`src/rtl/mux_arb_if.sv`:
```
// mux_arb_if: valid/ready bundle between N upstream producers, the mux_arb
// selection stage and its single downstream consumer.
//   master : the side that drives the channels, the controls and i_ready
//   slave  : the mux_arb stage itself
interface mux_arb_if #(
    parameter int N_BITS   = 32,
    parameter int N_INPUTS = 4
);
    localparam int SEL_BITS = $clog2(N_INPUTS);

    logic                         i_mode;
    logic [SEL_BITS-1:0]          i_sel;
    logic [N_INPUTS*N_BITS-1:0]   i_data;
    logic [N_INPUTS-1:0]          i_valid;
    logic [N_INPUTS-1:0]          o_ready;
    logic                         i_flush;
    logic [N_BITS-1:0]            o_data;
    logic [SEL_BITS-1:0]          o_src;
    logic                         o_valid;
    logic                         i_ready;

    modport slave (
        input  i_mode, i_sel, i_data, i_valid, i_flush, i_ready,
        output o_ready, o_data, o_src, o_valid
    );

    modport master (
        output i_mode, i_sel, i_data, i_valid, i_flush, i_ready,
        input  o_ready, o_data, o_src, o_valid
    );
endinterface

```
`src/rtl/mux_arb.sv`:
```
// mux_arb: N-input registered valid/ready selection stage.
// Picks one upstream channel either by explicit select (i_mode=0) or by
// round-robin among valid channels (i_mode=1), and registers the chosen word
// into a one-deep output stage with back-pressure and synchronous flush.
// Optional feature macro: MUX_ARB_STATS_EN adds o_xfer_count, a saturating
// 16-bit count of accepted upstream transfers (cleared only by i_reset).
module mux_arb #(
    parameter int N_BITS   = 32,
    parameter int N_INPUTS = 4
) (
    input  logic        i_clk,
    input  logic        i_reset,
    mux_arb_if.slave    bus
`ifdef MUX_ARB_STATS_EN
    ,
    output logic [15:0] o_xfer_count
`endif
);
    localparam int SEL_BITS = $clog2(N_INPUTS);

    // Saturating increment for the transfer counter.
    function automatic logic [15:0] sat_inc16(input logic [15:0] v);
        return (v == 16'hFFFF) ? v : v + 16'd1;
    endfunction

    // p0: combinational grant/accept decision; p1: registered output stage.
    logic                  grant_p0;
    logic [SEL_BITS-1:0]   gnt_idx_p0;
    logic [N_BITS-1:0]     gnt_data_p0;
    logic                  can_accept_p0;
    logic                  xfer_p0;

    logic [N_BITS-1:0]     data_p1;
    logic [SEL_BITS-1:0]   src_p1;
    logic                  vld_p1;
    logic [SEL_BITS-1:0]   last_p1;

    // ---- stage p0: arbitration and handshake ----

    // Grant selection: fixed select in mode 0, rotating priority after last_p1 in mode 1.
    always_comb begin : grant_sel
        int cand;
        grant_p0   = 1'b0;
        gnt_idx_p0 = '0;
        cand       = 0;
        if (bus.i_mode == 1'b0) begin
            // An out-of-range select simply matches no channel.
            for (int k = 0; k < N_INPUTS; k++) begin
                if (bus.i_sel == SEL_BITS'(k) && bus.i_valid[k]) begin
                    grant_p0   = 1'b1;
                    gnt_idx_p0 = SEL_BITS'(k);
                end
            end
        end else begin
            // Search upward from last+1, wrapping; first valid channel wins.
            for (int off = 1; off <= N_INPUTS; off++) begin
                cand = (int'(last_p1) + off) % N_INPUTS;
                if (!grant_p0 && bus.i_valid[cand]) begin
                    grant_p0   = 1'b1;
                    gnt_idx_p0 = SEL_BITS'(cand);
                end
            end
        end
    end

    // Word of the granted channel.
    always_comb begin
        gnt_data_p0 = '0;
        for (int k = 0; k < N_INPUTS; k++) begin
            if (gnt_idx_p0 == SEL_BITS'(k)) begin
                gnt_data_p0 = bus.i_data[k*N_BITS +: N_BITS];
            end
        end
    end

    // Output stage can take a word when empty or being drained this cycle.
    // Flush and reset both suppress the transfer.
    assign can_accept_p0 = ~vld_p1 | bus.i_ready;
    assign xfer_p0       = grant_p0 & can_accept_p0 & ~bus.i_flush & ~i_reset;

    // Per-channel ready: one-hot on the granted channel when a transfer happens.
    always_comb begin
        bus.o_ready = '0;
        if (xfer_p0) begin
            bus.o_ready[gnt_idx_p0] = 1'b1;
        end
    end

    // ---- stage p1: registered output ----

    // Output register: flush beats transfer, transfer beats drain, else hold.
    always_ff @(posedge i_clk or posedge i_reset) begin
        if (i_reset) begin
            data_p1 <= '0;
            src_p1  <= '0;
            vld_p1  <= 1'b0;
        end else if (bus.i_flush) begin
            vld_p1  <= 1'b0;
        end else if (xfer_p0) begin
            data_p1 <= gnt_data_p0;
            src_p1  <= gnt_idx_p0;
            vld_p1  <= 1'b1;
        end else if (vld_p1 && bus.i_ready) begin
            vld_p1  <= 1'b0;
        end
    end

    // Round-robin pointer follows every transfer in either mode; reset makes channel 0 first.
    always_ff @(posedge i_clk or posedge i_reset) begin
        if (i_reset) begin
            last_p1 <= SEL_BITS'(N_INPUTS - 1);
        end else if (xfer_p0) begin
            last_p1 <= gnt_idx_p0;
        end
    end

    assign bus.o_data  = data_p1;
    assign bus.o_src   = src_p1;
    assign bus.o_valid = vld_p1;

`ifdef MUX_ARB_STATS_EN
    logic [15:0] xfer_cnt_p1;

    // Saturating count of accepted upstream transfers; untouched by flush.
    always_ff @(posedge i_clk or posedge i_reset) begin
        if (i_reset) begin
            xfer_cnt_p1 <= '0;
        end else if (xfer_p0) begin
            xfer_cnt_p1 <= sat_inc16(xfer_cnt_p1);
        end
    end

    assign o_xfer_count = xfer_cnt_p1;
`endif

endmodule

```
`src/flat_wrapper.sv`:
```
// flat-port wrapper written by rule: the top's interface ports become plain ports
module mux_arb_flat 
#(
    parameter int N_BITS   = 32,
    parameter int N_INPUTS = 4
)
  (i_clk, i_reset, bus_i_mode, bus_i_sel, bus_i_data, bus_i_valid, bus_i_flush, bus_i_ready, bus_o_ready, bus_o_data, bus_o_src, bus_o_valid);
  mux_arb_if #(.N_BITS(N_BITS), .N_INPUTS(N_INPUTS)) bus_i ();
  input  logic i_clk;
  input  logic i_reset;
  input wire logic [$bits(bus_i.i_mode)-1:0] bus_i_mode;
  input wire logic [$bits(bus_i.i_sel)-1:0] bus_i_sel;
  input wire logic [$bits(bus_i.i_data)-1:0] bus_i_data;
  input wire logic [$bits(bus_i.i_valid)-1:0] bus_i_valid;
  input wire logic [$bits(bus_i.i_flush)-1:0] bus_i_flush;
  input wire logic [$bits(bus_i.i_ready)-1:0] bus_i_ready;
  output wire logic [$bits(bus_i.o_ready)-1:0] bus_o_ready;
  output wire logic [$bits(bus_i.o_data)-1:0] bus_o_data;
  output wire logic [$bits(bus_i.o_src)-1:0] bus_o_src;
  output wire logic [$bits(bus_i.o_valid)-1:0] bus_o_valid;
  assign bus_i.i_mode = bus_i_mode;
  assign bus_i.i_sel = bus_i_sel;
  assign bus_i.i_data = bus_i_data;
  assign bus_i.i_valid = bus_i_valid;
  assign bus_i.i_flush = bus_i_flush;
  assign bus_i.i_ready = bus_i_ready;
  assign bus_o_ready = bus_i.o_ready;
  assign bus_o_data = bus_i.o_data;
  assign bus_o_src = bus_i.o_src;
  assign bus_o_valid = bus_i.o_valid;
  mux_arb #(.N_BITS(N_BITS), .N_INPUTS(N_INPUTS)) u_core (.i_clk(i_clk), .i_reset(i_reset), .bus(bus_i));
endmodule
```
`config.mk`:
```
export PLATFORM = sky130hd
export DESIGN_NAME = mux_arb_flat
export DESIGN_NICKNAME = d
export VERILOG_FILES = /design/src/rtl/mux_arb_if.sv /design/src/rtl/mux_arb.sv /design/src/flat_wrapper.sv
export SDC_FILE = /design/constraint.sdc
export NUM_CORES = 1
export LEC_CHECK = 0
export BUFFER_PORTS_ARGS = -buffer_cell sky130_fd_sc_hd__buf_2
export CORE_MARGIN = 2
export CORE_UTILIZATION = 45
export DETAILED_ROUTE_END_ITERATION = 7
export PLACE_DENSITY = 0.86
export SYNTH_ARGS = -nofsm -noshare
export SYNTH_HDL_FRONTEND = slang
export SYNTH_SLANG_ARGS = --single-unit
```
`constraint.sdc`:
```
create_clock -name i_clk -period 3.2 [get_ports i_clk]
set_input_delay 0.32 -clock i_clk [delete_from_list [all_inputs] [get_ports i_clk]]
set_output_delay 0.32 -clock i_clk [all_outputs]
set_load 0.05 [all_outputs]
```
==> results.py, run 1 <==
metrics = {
    "floorplanning": {
        "boundaryPins": 178,
        "rows": 27,
        "coreArea_um2": 5540,
        "die_h_um": 80.2,
        "fp.dieW_um": 80.2,
        "dieArea_um2": 6430,
        "initial_utilization_pct": 47.2,
    },
    "critical_path": {
        "path_class": "flip-flop to output port",
        "reg2reg_depth": 7,
        "path_delay_family": "simple AND/OR/NAND/NOR gates",
        "cp_cell_sequence": "mux2i_1 -> o211ai_1 -> a21oi_1 -> or4b_2 -> nor2_1 -> buf_2",
        "rrSetupSlack_ns": 0.85,
        "critPathMaxStageDelay_ns": 0.72,
        "setup.worst_path.end_class": "output port",
        "r2r_end": "u_core.bus.o_data[27]$_DFFE_PP0P_",
        "path_max_fanout": 9,
        "cp.arrival_ns": 2.34,
        "crit_slowest_cell": "or4b_2",
        "worst-path-buf-inv": 1,
        "crit-reg2reg-launch": "u_core.last_p1[1]$_DFFE_PP1P_",
        "cp.required_ns": 2.88,
        "startpoint_type": "flip-flop",
    },
    "sta": {
        "rsz0062_at_grt": "false",
        "final-max-slew-violation-count": 0,
        "hold_violations": 0,
        "fmax_mhz": 377,
        "finClkSkew_ns": 0.00709,
        "fin_tns_setup_ns": 0,
        "tightest_slew_ns": 0.706,
        "fin_crit_sh_pct": 83.0,
        "min_period_ns": 2.66,
        "finalWorstSetupSlack_ns": 0.545,
        "setup_viol": 0,
        "relSlewSlack_pct": 52.9,
    },
    "power_and_ir_drop": {
        "power.density_nw_per_um2": 631,
        "p_leak_nw": 1.72,
        "peakVddDrop_mv": 0.358,
    },
    "outcome": {
        "status": "finished, final reports clean",
    },
    "placed_design": {
        "place_hpwl_mm": 5.88,
        "place_ws_ns": 0.790,
        "gp_congestion": 0.855,
        "numPortBuffers": 177,
        "dp_cells": 501,
    },
    "clocking": {
        "cts-buffers-inserted": 5,
        "root_buffer": "clkbuf_8",
        "cts_tree": "done",
        "clockBufferDepth": 2,
        "ctsResizeCount": 0,
        "htree_num_levels": 2,
        "post-cts-setup-buffers": 0,
        "cts_sinks": 37,
        "cts_hold_buf": 0,
        "clk_pin_slew_ns": 0.07,
        "clk_latency_ns": 0.28,
    },
    "detailed_routing": {
        "ant_nets": 0,
        "vias": 2714,
        "drt_pre_antenna_iters": 4,
        "wl_per_cell_um": 15.2,
        "drt-initial-drc-count": 80,
        "drc": 0,
        "vias_per_cell": 5.33,
        "routed_wl_mm": 7.72,
    },
    "synthesis": {
        "netlist_area_um2": 2610,
        "post_synth_num_cell_types": 32,
        "syn-num-nets": 406,
        "synth-seq-cells": 37,
        "synth.yosys.seq_area_share_pct": 35.5,
        "synth_cells": 267,
        "yosys_warnings": 0,
        "syn_avg_cell_area_um2": 9.78,
    },
    "cells_and_area": {
        "fin_util_pct": 65.8,
        "drive_above_1_share_pct": 52.2,
        "final_cell_mix": "177 x buf_2, 39 x nor2_1, 39 x a211oi_1, 35 x dfrtp_1",
        "layout_commonest_cell": "buf_2",
        "fin_nets": 575,
        "syn2layout_area_growth_pct": 39.6,
        "insertedDiodeCount": 0,
        "instances_no_fill": 509,
    },
    "global_route": {
        "grt_usage_pct": 24.0,
        "grt_pass1_wl_mm": 12.2,
        "grt_max_degree": 40,
        "antenna_found_initial": 0,
        "grt_pass1_vias": 2692,
        "overflow": 0,
    },
    "job": {
        "maxCapViolCount": 0,
    },
    "worst_hold_path": {
        "worstHoldPathType": "input port to asynchronous set/reset pin",
    },
}
## worst max path at each step
stage / start / end / slack [ns] / cells after the start
global placement: bus_i_sel[1] / bus_o_ready[1] / 0.79 / 7
CTS: u_core.last_p1[1]$_DFFE_PP1P_ / bus_o_ready[1] / 0.54 / 6
finish: u_core.last_p1[1]$_DFFE_PP1P_ / bus_o_ready[1] / 0.54 / 6
floorplan: u_core.last_p1[1]$_DFFE_PP1P_ / bus_o_ready[1] / 0.47 / 8
global route: u_core.last_p1[1]$_DFFE_PP1P_ / bus_o_ready[1] / 0.43 / 6
detailed placement: bus_i_sel[1] / bus_o_ready[1] / 0.79 / 7
## synthesized netlist by cell type
library cell / instances / share of area [%]
o21bai_1: 1 / 0.29
nor2_1: 39 / 5.6
and4_1: 1 / 0.34
o2111ai_1: 1 / 0.34
o21a_1: 2 / 0.57
o211a_1: 1 / 0.38
o211ai_1: 2 / 0.57
a211oi_2: 26 / 12
nor3_2: 1 / 0.38
o21ai_0: 4 / 0.77
inv_1: 5 / 0.72
nor3b_1: 1 / 0.29
mux4_2: 1 / 0.86
a21oi_1: 2 / 0.38
nand2b_1: 1 / 0.24
dfstp_2: 2 / 2.0
dfrtp_1: 35 / 34
and3b_1: 2 / 0.67
nor3_1: 1 / 0.19
nand2_1: 2 / 0.29
buf_6: 3 / 1.3
or4b_1: 1 / 0.38
clkbuf_1: 11 / 1.6
o22ai_1: 1 / 0.24
a211oi_1: 39 / 11
nand3b_1: 2 / 0.57
and2_1: 33 / 7.9
a21boi_0: 1 / 0.29
buf_2: 10 / 1.9
nor2b_1: 1 / 0.24
mux2_2: 2 / 0.86
mux2i_1: 33 / 13
## cell families after synthesis
logic type	after synthesis	share of synthesized area, %
multiplexers	36	14.4
AND/OR/NAND/NOR	85	17.1
buffers and inverters	29	5.51
AO/OA/AOI/OAI	80	27.5
flip-flops	37	35.5
## flip-flops by register name, indices dropped and copies added, names as in the netlist
register,cells
u_core.bus.o_src,2
u_core.last_p1,2
u_core.bus.o_data,32
u_core.bus.o_valid,1
## layer usage
layer | vias up | part of all wire (%) | global-route usage (%)
met5 | - | 0 | 0
met4 | 0 | 1.2 | 5.93
met3 | 10 | 6.6 | 5.28
met2 | 107 | 52 | 43.5
met1 | 1279 | 40 | 28.8
li1 | 1318 | - | -
## per-stage QoR
| stage | area (um2) | power, W | hold WS [ns] |
|---|---|---|---|
| floorplan | 2610 | 0.00159 | 0.417 |
| global placement | 3540 | 0.00189 | 0.481 |
| detailed placement | 3540 | 0.00193 | 0.489 |
| CTS | 3650 | 0.00232 | 0.178 |
| global route | 3650 | 0.00243 | 0.209 |
| finish | 3650 | 0.00230 | 0.153 |
## where the power goes
part | internal (W) | switching (W) | total, W | leakage (nW)
Combinational | 0.000354 | 0.000859 | 0.00121 | 1.25
Clock | 0.000231 | 0.000162 | 0.000393 | 0.0552
Sequential | 0.000615 | 0.0000814 | 0.000697 | 0.409
Total | 0.00120 | 0.00110 | 0.00230 | 1.72
## final cells by class
| cell class | instances | area [um2] |
|---|---|---|
| inverters | 5 | 18.8 |
| clock inverters | 2 | 35.0 |
| well taps | 72 | 90.1 |
| fillers | 471 | 1890 |
| flip-flops and latches | 37 | 928 |
| repair buffers | 186 | 953 |
| clock buffers | 6 | 72.6 |
| multi-input cells | 201 | 1550 |
(Power assumes the default switching activity.)
==> inputs of run 2 (changes only) <==
--- a/config.mk
+++ b/config.mk
@@ -7,9 +7,9 @@
 export LEC_CHECK = 0
 export BUFFER_PORTS_ARGS = -buffer_cell sky130_fd_sc_hd__buf_2
 export CORE_MARGIN = 2
-export CORE_UTILIZATION = 45
+export CORE_UTILIZATION = 42
 export DETAILED_ROUTE_END_ITERATION = 7
-export PLACE_DENSITY = 0.86
+export PLACE_DENSITY = 0.81
 export SYNTH_ARGS = -nofsm -noshare
 export SYNTH_HDL_FRONTEND = slang
 export SYNTH_SLANG_ARGS = --single-unit
==> constraint.sdc (replaced) <==
create_clock -name i_clk -period 2.6 [get_ports i_clk]
set_input_delay 0.26 -clock i_clk [delete_from_list [all_inputs] [get_ports i_clk]]
set_output_delay 0.26 -clock i_clk [all_outputs]
set_load 0.05 [all_outputs]
==> results.py, run 2 (synthesis gave the netlist of run 1 again) <==
metrics = {
    "outcome": {
        "status": "finished, final reports clean",
    },
    "floorplanning": {
        "boundaryPins": 178,
        "dieArea_um2": 6870,
        "rows": 28,
        "die_h_um": 82.9,
        "coreArea_um2": 5960,
        "fp.dieW_um": 82.9,
        "initial_utilization_pct": 43.9,
    },
    "cells_and_area": {
        "layout_commonest_cell": "buf_2",
        "fin_nets": 581,
        "instances_no_fill": 518,
        "largest_reg_flops": 32,
        "drive_above_1_share_pct": 53.3,
        "final_cell_mix": "174 x buf_2, 39 x a211oi_1, 37 x nor2_1, 35 x dfrtp_1",
        "syn2layout_area_growth_pct": 42.4,
        "insertedDiodeCount": 0,
    },
    "detailed_routing": {
        "drt_pre_antenna_iters": 4,
        "drc": 0,
        "vias_per_cell": 5.25,
        "drt-initial-drc-count": 105,
        "wl_per_cell_um": 14.8,
        "vias": 2721,
        "ant_nets": 0,
        "routed_wl_mm": 7.66,
    },
    "sta": {
        "relSlewSlack_pct": 49.7,
        "fin_hold_ws_ns": 0.109,
        "setup_viol": 0,
        "fmax_mhz": 406,
        "hold_violations": 0,
        "finClkSkew_ns": 0.00655,
        "tightest_slew_ns": 0.754,
        "final-max-slew-violation-count": 0,
        "min_period_ns": 2.46,
        "fin_crit_sh_pct": 94.7,
    },
    "critical_path": {
        "setup.worst_path.end_class": "output port",
        "critPathMaxStageDelay_ns": 0.61,
        "path_max_fanout": 14,
        "r2r_end": "u_core.bus.o_data[18]$_DFFE_PP0P_",
        "path_delay_family": "compound AO/OA/AOI/OAI gates",
        "rrSetupSlack_ns": 0.26,
        "crit_slowest_cell": "dfstp_2",
        "worst-path-buf-inv": 2,
        "reg2reg_depth": 8,
        "path_class": "flip-flop to output port",
        "cp_cell_sequence": "o21ai_0 -> a211oi_1 -> o211ai_1 -> clkbuf_16 -> and2_1 -> clkbuf_4",
        "crit-reg2reg-launch": "u_core.last_p1[1]$_DFFE_PP1P_",
        "cp.arrival_ns": 2.20,
        "cp.required_ns": 2.34,
        "startpoint_type": "flip-flop",
    },
    "power_and_ir_drop": {
        "p_leak_nw": 1.75,
        "power.density_nw_per_um2": 748,
        "peakVddDrop_mv": 0.497,
    },
    "job": {
        "maxCapViolCount": 0,
    },
    "clocking": {
        "root_buffer": "clkbuf_8",
        "cts_tree": "done",
        "htree_num_levels": 2,
        "cts_sinks": 37,
        "clk_latency_ns": 0.28,
        "cts_hold_buf": 0,
        "cts-buffers-inserted": 5,
        "clk_pin_slew_ns": 0.08,
        "clockBufferDepth": 2,
    },
    "global_route": {
        "grt_max_degree": 40,
        "grt_pass1_vias": 2765,
        "overflow": 0,
        "antenna_found_initial": 0,
        "grt_pass1_wl_mm": 12.8,
        "grt_usage_pct": 22.0,
    },
    "placed_design": {
        "dp_cells": 506,
        "gp_congestion": 0.790,
        "numPortBuffers": 177,
        "place_hpwl_mm": 5.87,
    },
    "worst_hold_path": {
        "worstHoldPathType": "input port to asynchronous set/reset pin",
    },
}
==> run 2: final cells by class <==
cell class                      count  area [um2]
Timing Repair Buffer              192        1030
Clock inverter                      3        17.5
Sequential cell                    37         928
Multi-Input combinational cell    201        1560
Clock buffer                        5        68.8
Fill cell                         545        2240
Inverter                            5        18.8
Tap cell                           75        93.8
==> run 2: per-layer routing <==
metal	track usage, %	part of all wire (%)	vias to the layer above
met5	0	0	-
met2	38.9	52	117
met4	6.11	1.2	0
li1	-	-	1329
met3	4.67	6.2	10
met1	27.0	40	1265
==> run 2: worst reg2reg max path, cell delays in order (launching register included) <==
cell	delay (ns)
dfstp_2	0.61
o21ai_0	0.12
a211oi_1	0.32
o211ai_1	0.28
buf_4	0.21
buf_4	0.20
and2_1	0.19
a211oi_2	0.21
a211oi_1	0.09
==> run 2: repair_timing <==
action | 4_1_cts | 5_1_grt
setup endpoints to repair | 1 | 3
gates cloned | 0 | 1
gates resized for setup | 1 | 9
setup buffers | 0 | 3
pin swaps | 0 | 1
==> run 2: how the worst max path moves through the flow <==
| stage | slack (ns) | start | to | depth (start not counted) |
|---|---|---|---|---|
| finish | 0.14 | u_core.last_p1[1]$_DFFE_PP1P_ | bus_o_ready[2] | 6 |
| global route | -0.03 | u_core.last_p1[1]$_DFFE_PP1P_ | bus_o_ready[2] | 6 |
| CTS | 0.0009 | u_core.last_p1[0]$_DFFE_PP1P_ | bus_o_ready[1] | 6 |
| detailed placement | 0.26 | bus_i_sel[1] | u_core.bus.o_data[27]$_DFFE_PP0P_ | 8 |
| global placement | 0.30 | bus_i_sel[1] | u_core.bus.o_data[28]$_DFFE_PP0P_ | 8 |
| floorplan | -0.07 | u_core.last_p1[1]$_DFFE_PP1P_ | bus_o_ready[1] | 8 |
==> run 2: per-stage QoR <==
stage          util, %  power [W]  TNS [ns]  setup WS, ns  cell area [um2]
6_report          62.5    0.00278         0         0.137             3720
5_1_grt           62.5    0.00296   -0.0414       -0.0252             3720
4_1_cts           61.5    0.00278         0      0.000919             3660
3_5_place_dp      60.0    0.00238         0         0.256             3570
3_3_place_gp      60.0    0.00235         0         0.297             3570
2_1_floorplan        -    0.00196    -0.133       -0.0664             2620
==> run 2: report_power, final <==
part | total, W | switching, W | internal (W)
clock | 0.000391 | 0.000206 | 0.000185
combinational | 0.00153 | 0.00106 | 0.000468
sequential | 0.000861 | 0.000104 | 0.000757
==> inputs of run 3 (changes only) <==
--- a/config.mk
+++ b/config.mk
@@ -6,10 +6,11 @@
 export NUM_CORES = 1
 export LEC_CHECK = 0
 export BUFFER_PORTS_ARGS = -buffer_cell sky130_fd_sc_hd__buf_2
+export CORE_ASPECT_RATIO = 0.9
 export CORE_MARGIN = 2
-export CORE_UTILIZATION = 42
+export CORE_UTILIZATION = 38
 export DETAILED_ROUTE_END_ITERATION = 7
-export PLACE_DENSITY = 0.81
+export PLACE_DENSITY = 0.77
 export SYNTH_ARGS = -nofsm -noshare
 export SYNTH_HDL_FRONTEND = slang
 export SYNTH_SLANG_ARGS = --single-unit
==> constraint.sdc (replaced) <==
create_clock -name i_clk -period 2.2 [get_ports i_clk]
set_input_delay 0.22 -clock i_clk [delete_from_list [all_inputs] [get_ports i_clk]]
set_output_delay 0.22 -clock i_clk [all_outputs]
set_load 0.05 [all_outputs]
==> results.py, run 3 (synthesis gave the netlist of run 1 again) <==
metrics = {
    "sta": {
        "finalWorstSetupSlack_ns": -0.130,
        "fin_hold_ws_ns": 0.0757,
        "relSlewSlack_pct": 49.3,
        "fmax_mhz": 429,
        "hold_violations": 0,
        "fin_tns_setup_ns": -0.419,
        "finClkSkew_ns": 0.00550,
        "min_period_ns": 2.33,
        "setup_viol": 8,
        "tightest_slew_ns": 0.759,
        "fin_crit_sh_pct": 106,
        "final-max-slew-violation-count": 0,
        "rsz0062_at_grt": "true",
    },
    "global_route": {
        "grt_pass1_vias": 2696,
        "grt_usage_pct": 19.9,
        "grt_pass1_wl_mm": 12.1,
        "overflow": 0,
        "antenna_found_initial": 0,
        "grt_max_degree": 41,
    },
    "power_and_ir_drop": {
        "p_int_w": 0.00175,
        "p_sw_w": 0.00163,
        "seqPwrFrac_pct": 29.8,
        "peakVddDrop_mv": 0.444,
        "power.density_nw_per_um2": 862,
        "p_leak_nw": 1.81,
        "p_sw_share_pct": 48.3,
        "p_clk_share_pct": 14.0,
        "p_comb_share_pct": 56.2,
    },
    "detailed_routing": {
        "drt_pre_antenna_iters": 4,
        "routed_wl_mm": 7.72,
        "vias_per_cell": 5.07,
        "wl_per_cell_um": 14.3,
        "drt-initial-drc-count": 64,
        "ant_nets": 0,
        "vias": 2743,
        "drc": 0,
    },
    "floorplanning": {
        "coreArea_um2": 6620,
        "rows": 28,
        "die_h_um": 82.7,
        "dieArea_um2": 7560,
        "initial_utilization_pct": 39.5,
        "boundaryPins": 178,
        "fp.dieW_um": 91.4,
    },
    "placed_design": {
        "place_area_um2": 3680,
        "place_ws_ns": -0.0915,
        "gp_congestion": 0.824,
        "numPortBuffers": 177,
        "place_hpwl_mm": 5.91,
    },
    "cells_and_area": {
        "fin_util_pct": 59.2,
        "syn2layout_area_growth_pct": 50.1,
        "drive_above_1_share_pct": 56.1,
        "fillers": 601,
        "largest_reg_flops": 32,
        "fin_nets": 590,
        "final_cell_mix": "173 x buf_2, 36 x nor2_1, 35 x dfrtp_1",
        "fin_area_um2": 3920,
        "layout_commonest_cell": "buf_2",
        "insertedDiodeCount": 0,
    },
    "critical_path": {
        "cp.arrival_ns": 2.11,
        "path_class": "flip-flop to output port",
        "cp.required_ns": 1.98,
        "startpoint_type": "flip-flop",
        "path_max_fanout": 4,
        "setup.worst_path.end_class": "output port",
    },
    "clocking": {
        "cts_tree": "done",
        "cts_hold_buf": 0,
        "clk_latency_ns": 0.28,
        "root_buffer": "clkbuf_8",
        "htree_num_levels": 2,
        "clk_pin_slew_ns": 0.07,
        "cts-buffers-inserted": 5,
        "clockBufferDepth": 2,
        "cts_sinks": 37,
    },
    "outcome": {
        "status": "complete, but fails checks",
        "violations": "negative setup slack",
    },
    "job": {
        "maxCapViolCount": 0,
    },
    "worst_hold_path": {
        "worstHoldPathType": "input port to asynchronous set/reset pin",
    },
}
[run 3: final timing paths]
kind	startpoint	end	slack [ns]	cells after the start
hold / removal	i_reset	u_core.bus.o_valid$_DFFE_PP0P_	0.08	2
min in group i_clk	bus_i_flush	u_core.bus.o_valid$_DFFE_PP0P_	0.13	2
hold reg to reg	u_core.bus.o_src[1]$_DFFE_PP0P_	u_core.bus.o_src[1]$_DFFE_PP0P_	0.49	1
setup / recovery	u_core.last_p1[1]$_DFFE_PP1P_	bus_o_ready[3]	-0.13	7
max in group asynchronous	i_reset	u_core.bus.o_data[5]$_DFFE_PP0P_	1.55	3
setup reg to reg	u_core.last_p1[1]$_DFFE_PP1P_	u_core.bus.o_data[9]$_DFFE_PP0P_	-0.02	9
[run 3: layer usage]
metal,global-route usage (%),share of wire [%]
met5,0,0
met4,6.67,1.5
met3,5.63,7.7
met2,36.8,51
met1,22.3,40
[run 3: per-stage QoR]
step                      cells  total power (W)
after floorplan             267          0.00233
after global placement      529          0.00281
after detailed placement    529          0.00284
after CTS                   539          0.00337
after global routing        541          0.00359
final                       541          0.00338
[run 3: area by class of cell]
type | count | area [um2] | share of cell area, %
Multi-Input combinational cell | 201 | 1610 | 41.1
Inverter | 5 | 18.8 | 0.479
Sequential cell | 37 | 928 | 23.7
Tap cell | 90 | 113 | 2.87
Clock buffer | 7 | 86.3 | 2.20
Timing Repair Buffer | 201 | 1160 | 29.7
[run 3: power by group through the flow]
stage                     clock network, W  registers (W)  logic, W
after global routing              0.000532        0.00103   0.00202
final                             0.000473        0.00101   0.00190
after CTS                         0.000491        0.00101   0.00187
after floorplan                          0        0.00172  0.000614
after global placement                   0        0.00101   0.00180
after detailed placement                 0        0.00102   0.00182
[run 3: worst max-delay path, cell delays in order (launching register included)]
cell	delay [ns]
dfstp_2	0.57
mux2i_1	0.08
o211ai_1	0.22
a21oi_2	0.07
or4b_4	0.50
buf_6	0.15
nor2_4	0.09
buf_8	0.15
[run 3: timing repair]
action | 4_1_cts | 5_1_grt
resized for setup | 17 | 13
setup buffers | 2 | 2
pin swaps | 6 | 7
cloned | 1 | 0
endpoints found under the setup margin | 36 | 35
